==> config.mk <==
export PLATFORM = sky130hd
export DESIGN_NAME = mul_sequencer
export DESIGN_NICKNAME = d
export VERILOG_FILES = /design/src/rtl/mul_sequencer_pkg.sv /design/src/rtl/mul_shift_add_dp.sv /design/src/rtl/mul_sequencer.sv
export SDC_FILE = /design/constraint.sdc
export NUM_CORES = 1
export LEC_CHECK = 0
export CAP_MARGIN = 5
export CORE_MARGIN = 1
export CORE_UTILIZATION = 40
export CTS_BUF_LIST = sky130_fd_sc_hd__clkbuf_8
export CTS_CLUSTER_DIAMETER = 120
export DETAILED_ROUTE_END_ITERATION = 8
export PLACE_DENSITY = 0.66
export SETUP_SLACK_MARGIN = 0.02
export SLEW_MARGIN = 20
export SYNTH_ARGS = -nofsm -noshare
export SYNTH_HDL_FRONTEND = slang
export SYNTH_SLANG_ARGS = --single-unit
==> constraint.sdc <==
create_clock -name clk_i -period 3.7 [get_ports clk_i]
set_input_delay 0.555 -clock clk_i [delete_from_list [all_inputs] [get_ports clk_i]]
set_output_delay 0.555 -clock clk_i [all_outputs]
set_load 0.05 [all_outputs]
==> src/rtl/mul_sequencer_pkg.sv <==
// Shared definitions for the shift-add MUL sequencer: default widths, ALU
// control codes and the sequencer state encoding.
package mul_sequencer_pkg;

  localparam int XLEN_DEF  = 32;
  localparam int CNT_W_DEF = 6;

  typedef enum logic [3:0] {
    ALU_AND  = 4'b0000,
    ALU_OR   = 4'b0001,
    ALU_ADD  = 4'b0010,
    ALU_XOR  = 4'b0011,
    ALU_SLL  = 4'b0100,
    ALU_MUL  = 4'b0101,
    ALU_SUB  = 4'b0110,
    ALU_SLT  = 4'b0111,
    ALU_SRL  = 4'b1000,
    ALU_SRA  = 4'b1001,
    ALU_SLTU = 4'b1010
  } alu_ctrl_e;

  typedef enum logic [1:0] {
    IDLE = 2'd0,
    BUSY = 2'd1,
    DONE = 2'd2
  } state_e;

endpackage

==> src/rtl/mul_shift_add_dp.sv <==
// Shift-add datapath: accumulator, shifting multiplicand and multiplier.
// load_i captures fresh operands; step_i performs one iteration.
module mul_shift_add_dp #(
  parameter int XLEN = 32
) (
  input  logic            clk_i,
  input  logic            rst_i,
  input  logic            load_i,
  input  logic            step_i,
  input  logic [XLEN-1:0] rs1_data_i,
  input  logic [XLEN-1:0] rs2_data_i,
  output logic [XLEN-1:0] acc_o
);

  logic [XLEN-1:0] acc_q,   acc_d;
  logic [XLEN-1:0] mcand_q, mcand_d;
  logic [XLEN-1:0] mplr_q,  mplr_d;

  always_comb begin
    acc_d   = acc_q;
    mcand_d = mcand_q;
    mplr_d  = mplr_q;
    if (load_i) begin
      acc_d   = '0;
      mcand_d = rs1_data_i;
      mplr_d  = rs2_data_i;
    end else if (step_i) begin
      // Sum wraps naturally: only the low XLEN product bits are kept.
      if (mplr_q[0]) acc_d = acc_q + mcand_q;
      mcand_d = mcand_q << 1;
      mplr_d  = mplr_q >> 1;
    end
  end

  always_ff @(posedge clk_i or posedge rst_i) begin
    if (rst_i) begin
      acc_q   <= '0;
      mcand_q <= '0;
      mplr_q  <= '0;
    end else begin
      acc_q   <= acc_d;
      mcand_q <= mcand_d;
      mplr_q  <= mplr_d;
    end
  end

  assign acc_o = acc_q;

endmodule

==> src/rtl/mul_sequencer.sv <==
// Multi-cycle RV32 MUL sequencer: stalls the pipeline for XLEN+1 cycles and
// then flags the low product bits valid for one cycle.
//   state | meaning
//   IDLE  | waiting for a MUL in EX; start loads operands
//   BUSY  | one shift-add iteration per cycle, XLEN iterations
//   DONE  | result_o valid for one cycle, pipeline released
module mul_sequencer
  import mul_sequencer_pkg::*;
#(
  parameter int XLEN  = XLEN_DEF,
  parameter int CNT_W = CNT_W_DEF
) (
  input  logic            clk_i,
  input  logic            rst_i,
  input  logic            valid_i,
  input  logic [3:0]      ALUCtrl_i,
  input  logic            flush_i,
  input  logic [XLEN-1:0] rs1_data_i,
  input  logic [XLEN-1:0] rs2_data_i,
  output logic            stall_o,
  output logic            busy_o,
  output logic [XLEN-1:0] result_o,
  output logic            result_valid_o
);

  localparam logic [CNT_W-1:0] LAST_ITER = CNT_W'(XLEN - 1);

  state_e           state_q, state_d;
  logic [CNT_W-1:0] cnt_q,   cnt_d;
  logic             start;
  logic             load;
  logic             step;

  assign start = valid_i & (ALUCtrl_i == ALU_MUL) & ~flush_i;

  always_comb begin
    state_d        = state_q;
    cnt_d          = cnt_q;
    load           = 1'b0;
    step           = 1'b0;
    stall_o        = 1'b0;
    busy_o         = 1'b0;
    result_valid_o = 1'b0;
    case (state_q)
      IDLE: begin
        if (start) begin
          load    = 1'b1;
          cnt_d   = '0;
          stall_o = 1'b1;
          state_d = BUSY;
        end
      end
      BUSY: begin
        busy_o = 1'b1;
        // A flush releases the pipeline in the same cycle it is seen.
        if (flush_i) begin
          state_d = IDLE;
        end else begin
          stall_o = 1'b1;
          step    = 1'b1;
          cnt_d   = cnt_q + 1'b1;
          if (cnt_q == LAST_ITER) state_d = DONE;
        end
      end
      DONE: begin
        result_valid_o = ~flush_i;
        state_d        = IDLE;
      end
      default: state_d = IDLE;
    endcase
  end

  always_ff @(posedge clk_i or posedge rst_i) begin
    if (rst_i) begin
      state_q <= IDLE;
      cnt_q   <= '0;
    end else begin
      state_q <= state_d;
      cnt_q   <= cnt_d;
    end
  end

  mul_shift_add_dp #(
    .XLEN(XLEN)
  ) u_dp (
    .clk_i      (clk_i),
    .rst_i      (rst_i),
    .load_i     (load),
    .step_i     (step),
    .rs1_data_i (rs1_data_i),
    .rs2_data_i (rs2_data_i),
    .acc_o      (result_o)
  );

endmodule

# Word-level counts from Yosys, hierarchy flattened
# Cells that the tools add are included.
[op_classes]
addsub = 2
n_eq_ne = 7
n_mux = 21
bitwise = 3
reduce_logical = 7
[op_table]
columns = ["operator", "n"]
rows = [
  ["$mux 32", 7],
  ["$add 32x32->32", 1],
  ["$mux 6", 2],
  ["$pmux 6 s2", 1],
  ["$add 6x1->6 const B", 1],
  ["$eq 6x5->1 const B", 1],
  ["$mux 1", 6],
  ["$mux 2", 3],
  ["$reduce_bool 2->1", 3],
  ["$eq 4x3->1 const B", 1],
  ["$ne 2x2->1 const B", 2],
  ["$pmux 2 s2", 1],
  ["$reduce_and 2->1", 2],
  ["$ne 3x3->1 const B", 1],
  ["$reduce_and 3->1", 1],
  ["$and 1x1->1", 2],
  ["$eq 2x1->1 const B", 1],
  ["$eq 2x2->1 const B", 1],
  ["$logic_not 2->1", 1],
  ["$pmux 1 s2", 1],
  ["$not 1->1", 1],
]
[totals]
reg_bits = 104
wordCells = 45

# Longest topological paths before layout
[logic_depth]
depth_word = 7
mapped_depth = 9
mapped_depth_nobuf = 9

# Cells and area by module
# Synthesis repeated with hierarchy kept, for this count alone.
[hier_totals]
cells_unflattened = 691
area_unflattened_um2 = 6378.6
[modules_own_cells]
columns = ["mod", "n_inst", "cells_each", "area_each_um2", "seq_area_each_um2"]
rows = [
  ["mul_shift_add_dp", 1, 646, 5888.1, 2402.3],
  ["mul_sequencer", 1, 45, 490.5, 200.2],
]

# Worst setup path after synthesis
# No wires, ideal clock.
[synth_path]
kind = "reg2reg"
startpoint = "register u_dp.acc_q[0], in the netlist u_dp.acc_o[0]"
endpoint = "register u_dp.acc_q[22], in the netlist u_dp.acc_o[22]"
arrival_ps = 2458
required_ps = 3567
slack_ps = 1109
stages_incl_launch_ff = 10
path_buffers = 0
period_less_slack_ps = 2591
cell_sequence = "dfrtp_1 > ha_1 > fa_1 > a21o_1 > a31oi_1 > nand4b_4 > a21oi_2 > a311oi_1 > xor2_1 > o21ai_0"
[synth_between]
elab_chain_cells = 4
[synth_rtl]
columns = ["item", "line_no", "rtl"]
rows = [
  ["from (decl)", "mul_shift_add_dp.sv:15", "logic [XLEN-1:0] acc_q, acc_d;"],
  ["from (signal assigned)", "mul_shift_add_dp.sv:37", "acc_q <= '0;"],
  ["from (signal assigned)", "mul_shift_add_dp.sv:41", "acc_q <= acc_d;"],
  ["$add 32x32->32", "mul_shift_add_dp.sv:29", "if (mplr_q[0]) acc_d = acc_q + mcand_q;"],
  ["$mux 32", "mul_shift_add_dp.sv:29", ""],
  ["$mux 32", "mul_shift_add_dp.sv:27", "end else if (step_i) begin"],
  ["$mux 32", "mul_shift_add_dp.sv:23", "if (load_i) begin"],
]
# No other way between the ends. The select of a mux whose other input is x is not followed.
# A chain may end at the register's enable or synchronous reset.

# Final worst setup path
[layout_path]
startpoint = "input port flush_i"
endpoint = "output port result_valid_o"
[layout_between]
elab_chain_cells = 2
[layout_rtl]
columns = ["item", "line_no", "rtl"]
rows = [
  ["from (decl)", "mul_sequencer.sv:17", "input logic flush_i,"],
  ["$not 1->1", "mul_sequencer.sv:66", "result_valid_o = ~flush_i;"],
  ["$mux 1", "mul_sequencer.sv:44", "case (state_q)"],
  ["to (decl)", "mul_sequencer.sv:23", "output logic result_valid_o"],
]
# No other way between the ends.

==> key figures <==
Logic synthesis
  • Unique masters post-synth: 57
  • Mapped Cells: roughly 700
  • Commonest cells post-synth: nand2_1 (181), dfrtp_1 (104), nor2_1 (57)
  • Synth Flop Type: dfrtp_1
  • Seq/Total Area, Yosys: approximately 43%
  • Mean Syn Cell Area: around 8.6 sq um
  • Top area cells in the synthesized netlist: dfrtp_1 (43%), nand2_1 (11%), ha_1 (6.6%)
  • Share of the synthesized area in the top cell type: 42.87%
  • Mapped cell area: approximately 0.0061 sq mm
  • Most common cell in the netlist: nand2_1
  • #FFs+latches synth: 104
  • Ys async rst share: 100.0%
  • Yosys warns: 0
  • Synthesized net count: 813
  • Number of flops mapped to enable cells by yosys: 0
  • Largest area contributor in the netlist: dfrtp_1

Layout
  • ANT cells: 0
  • Multi-input gate area: 0.003299 sq mm
  • Reg area: 0.002603 sq mm
  • Non-Filler Instances: a little under 1k
  • Layout fillers: 1393
  • Share of cells above drive strength 1: between 5 and 6%
  • Syn-to-layout area delta: 23.89%
  • Design Area, Final: 0.007521 sq mm
  • Fin nets: 900
  • Layout Utilization: between 50% and 60%

STA
  • RSZ-0062 raised after global routing: no
  • Final Hold Viols: 0
  • Clock Skew: 16.39 ps
  • Slew Limit Headroom: approximately two fifths
  • Clock period minus worst slack: 2747 ps
  • Worst slew pin tran: 914.6 ps
  • Max-slew violations: 0
  • Hold_ws: 487.0 ps
  • Fmax: 0.3640 GHz
  • Final setup violating endpoints: 0
  • Final Worst Setup Slack: 953.0 ps
  • Final worst path period share: 74.24%
  • Setup Total Neg Slack: 0 ps

Floorplan
  • Num rows: 44
  • Die width: 125.2 um
  • Core box area: 0.01464 sq mm
  • Die Span Y: 125.2 um
  • Starting density of the core: around two fifths
  • DIE AREA: between 0.015 and 0.02 sq mm
  • I/O pins: roughly 110

Route
  • DRC: 14
  • Via Count: ~5.5k
  • Number of vias per cell: approximately 5.6
  • Wire length per cell: between 15 and 20 um
  • ANT nets after route: 0
  • Routed WL: 15580 um
  • Pre-Repair DR Iteration Count: 9
  • Starting DRC count in detailed routing: roughly 360

Clock tree
  • TritonCTS clock tree: built
  • CTS clk-pin slew, worst paths: 110 ps
  • Cts-stage hold buffer count: 0
  • CTS-repair resized insts: 0
  • Root Buffer: clkbuf_8
  • Clock sink total: 104
  • H-tree depth: 3
  • Clock Tree Buf Depth: 2
  • Setup Fix Bufs, Post-CTS: 0
  • TritonCTS buffer count: 9
  • Clock Latency Late Sink: around 400 ps

Worst setup path
  • Worst setup path start: flush_i
  • Worst Setup Start Kind: input port
  • R2r worst-path depth: 9
  • Crit. End Element: primary output
  • Req. time, crit path: 3140 ps
  • FF-to-FF setup slack: 1020 ps
  • CP Class: input port to primary output
  • Cell mode on critical path: clkdlybuf4s50_1
  • Worst-path fanout max: 6
  • CP arrival: 2190 ps
  • Worst Setup EP: result_valid_o
  • Number of cells on the critical path: 3
  • FF-to-FF End: u_dp.acc_o[30]
  • Worst R2R Start: u_dp.acc_o[0]
  • CP bufs+invs: 2
  • Slowest-stage cell, CP: clkdlybuf4s50_1
  • Worst path cell trace: clkdlybuf4s50_1, nor3b_1, clkdlybuf4s50_1
  • Worst stage delay on the critical path: 840 ps
  • CP top delay family: buffers and inverters

Job
  • Maxcap violations: 0

Placed design
  • Placement Setup Slack: 813.3 ps
  • IO buf count: 106
  • DP Wirelength: 11190 um
  • RePlAce Congestion: 0.8870
  • Placed Area: 0.007332 sq mm
  • # placed instances: 968

Global routing
  • Global-route wire length before repair: 26160 um
  • GRT busiest layer: met2
  • GRT Util Overall: 20.64%
  • Global routing usage on met2: 34.24%
  • Number of global-route vias before repair: 5477
  • Antenna violations before repair: 0
  • Largest net degree at the start of global routing: 61
  • Grt ovf: 0
  • GR Layer Usage met3: 6.461%
  • Met1 global-route usage: roughly a quarter

Power
  • VDD IR-drop max: between 0.2 and 0.25 mV
  • Leak: between 3 and 4 nW
  • Pwr Total: roughly 3.4 mW
  • P per Cell Area: 451.1 mW/mm^2

Min path
  • Hold Crit Class: flip-flop to flip-flop

Status
  • Outcome: finished, violations left
  • Failing checks: design-rule violations
[worst register-to-register path: stages (launching register included)]
cell and delay, ps:
dfrtp_1 420, ha_1 250, fa_1 420, a21o_1 230, a31oi_1 270, nand4b_4 230, a2111oi_0 130, o221ai_1 260
mux2i_1 230, o311ai_1 110
[final cells by class]
cell class,instances,share of cell area (%)
clock buffers,10,1.830
clock inverters,6,0.6821
flip-flops and latches,104,34.60
inverters,7,0.3826
well taps,184,3.061
multi-input cells,557,43.87
repair buffers,116,15.57
[per-layer routing]
layer	wire length [um]	vias to the layer above
met5	0	-
met4	194	0
met1	6886	2644
li1	-	2697
met2	7346	154
met3	1147	16
[worst min-delay path by stage]
stage | endpoint | cells past startpoint | from | slack [ps]
after CTS | u_dp.mplr_q[4] | 2 | u_dp.mplr_q[4] | 490
after detailed placement | u_dp.mplr_q[4] | 2 | u_dp.mplr_q[4] | 460
after global routing | u_dp.mplr_q[7] | 2 | u_dp.mplr_q[7] | 520
final | u_dp.mplr_q[4] | 2 | u_dp.mplr_q[4] | 490
after global placement | u_dp.mplr_q[28] | 2 | u_dp.mplr_q[28] | 460
after floorplan | state_q[1] | 1 | cnt_q[5] | 440
[power by group]
group          internal [mW]  switching (mW)  total (mW)  leakage (nW)
logic                  0.466           0.644        1.11          1.92
clock network          0.274           0.433       0.708        0.0992
registers               1.37           0.204        1.57          1.36
[layout by cell type (no fill, tap or decap), types with 2 or more instances in the layout]
cell,count
nand2_1,181
clkdlybuf4s50_1,105
dfrtp_1,104
nor2_1,56
o21ai_0,49
a31oi_1,36
a22oi_1,34
a21oi_1,34
ha_1,32
xor2_1,18
nand3_1,16
clkbuf_8,10
buf_4,8
xnor2_1,7
nand4_1,7
nor3b_1,6
inv_1,6
nand2b_1,5
a21o_1,5
nor3_1,5
o2111ai_1,5
o21a_1,4
o211ai_1,4
a21oi_2,4
and2_1,3
a22o_1,3
a21boi_0,3
buf_12,3
nor2_2,2
a211oi_1,2
o21bai_1,2
and3_1,2
o2111a_1,2
a221o_1,2
or4_1,2
mux2i_1,2
clkinv_4,2
inv_6,2
[cells by family (layout without fill, tap and decap cells)]
kind of cell               Yosys count  count (layout)  share of synthesized area [%]
and+or+nand+nor                    294             294                          20.67
adders and majority gates           33              33                          6.925
xor gates and xnor gates            25              25                          3.607
DFF                                104             104                          42.87
buffers and inverters               47             139                          3.112
AOI/OAI and AO/OA                  203             203                          22.49
muxes                                2               2                         0.3298
[registers in the layout (all words and copies together), names as in the netlist]
register      flops
u_dp.mcand_q     32
u_dp.acc_o       32
u_dp.mplr_q      32
cnt_q             6
state_q           2
No activity file was read; power rests on OpenSTA's default activity.
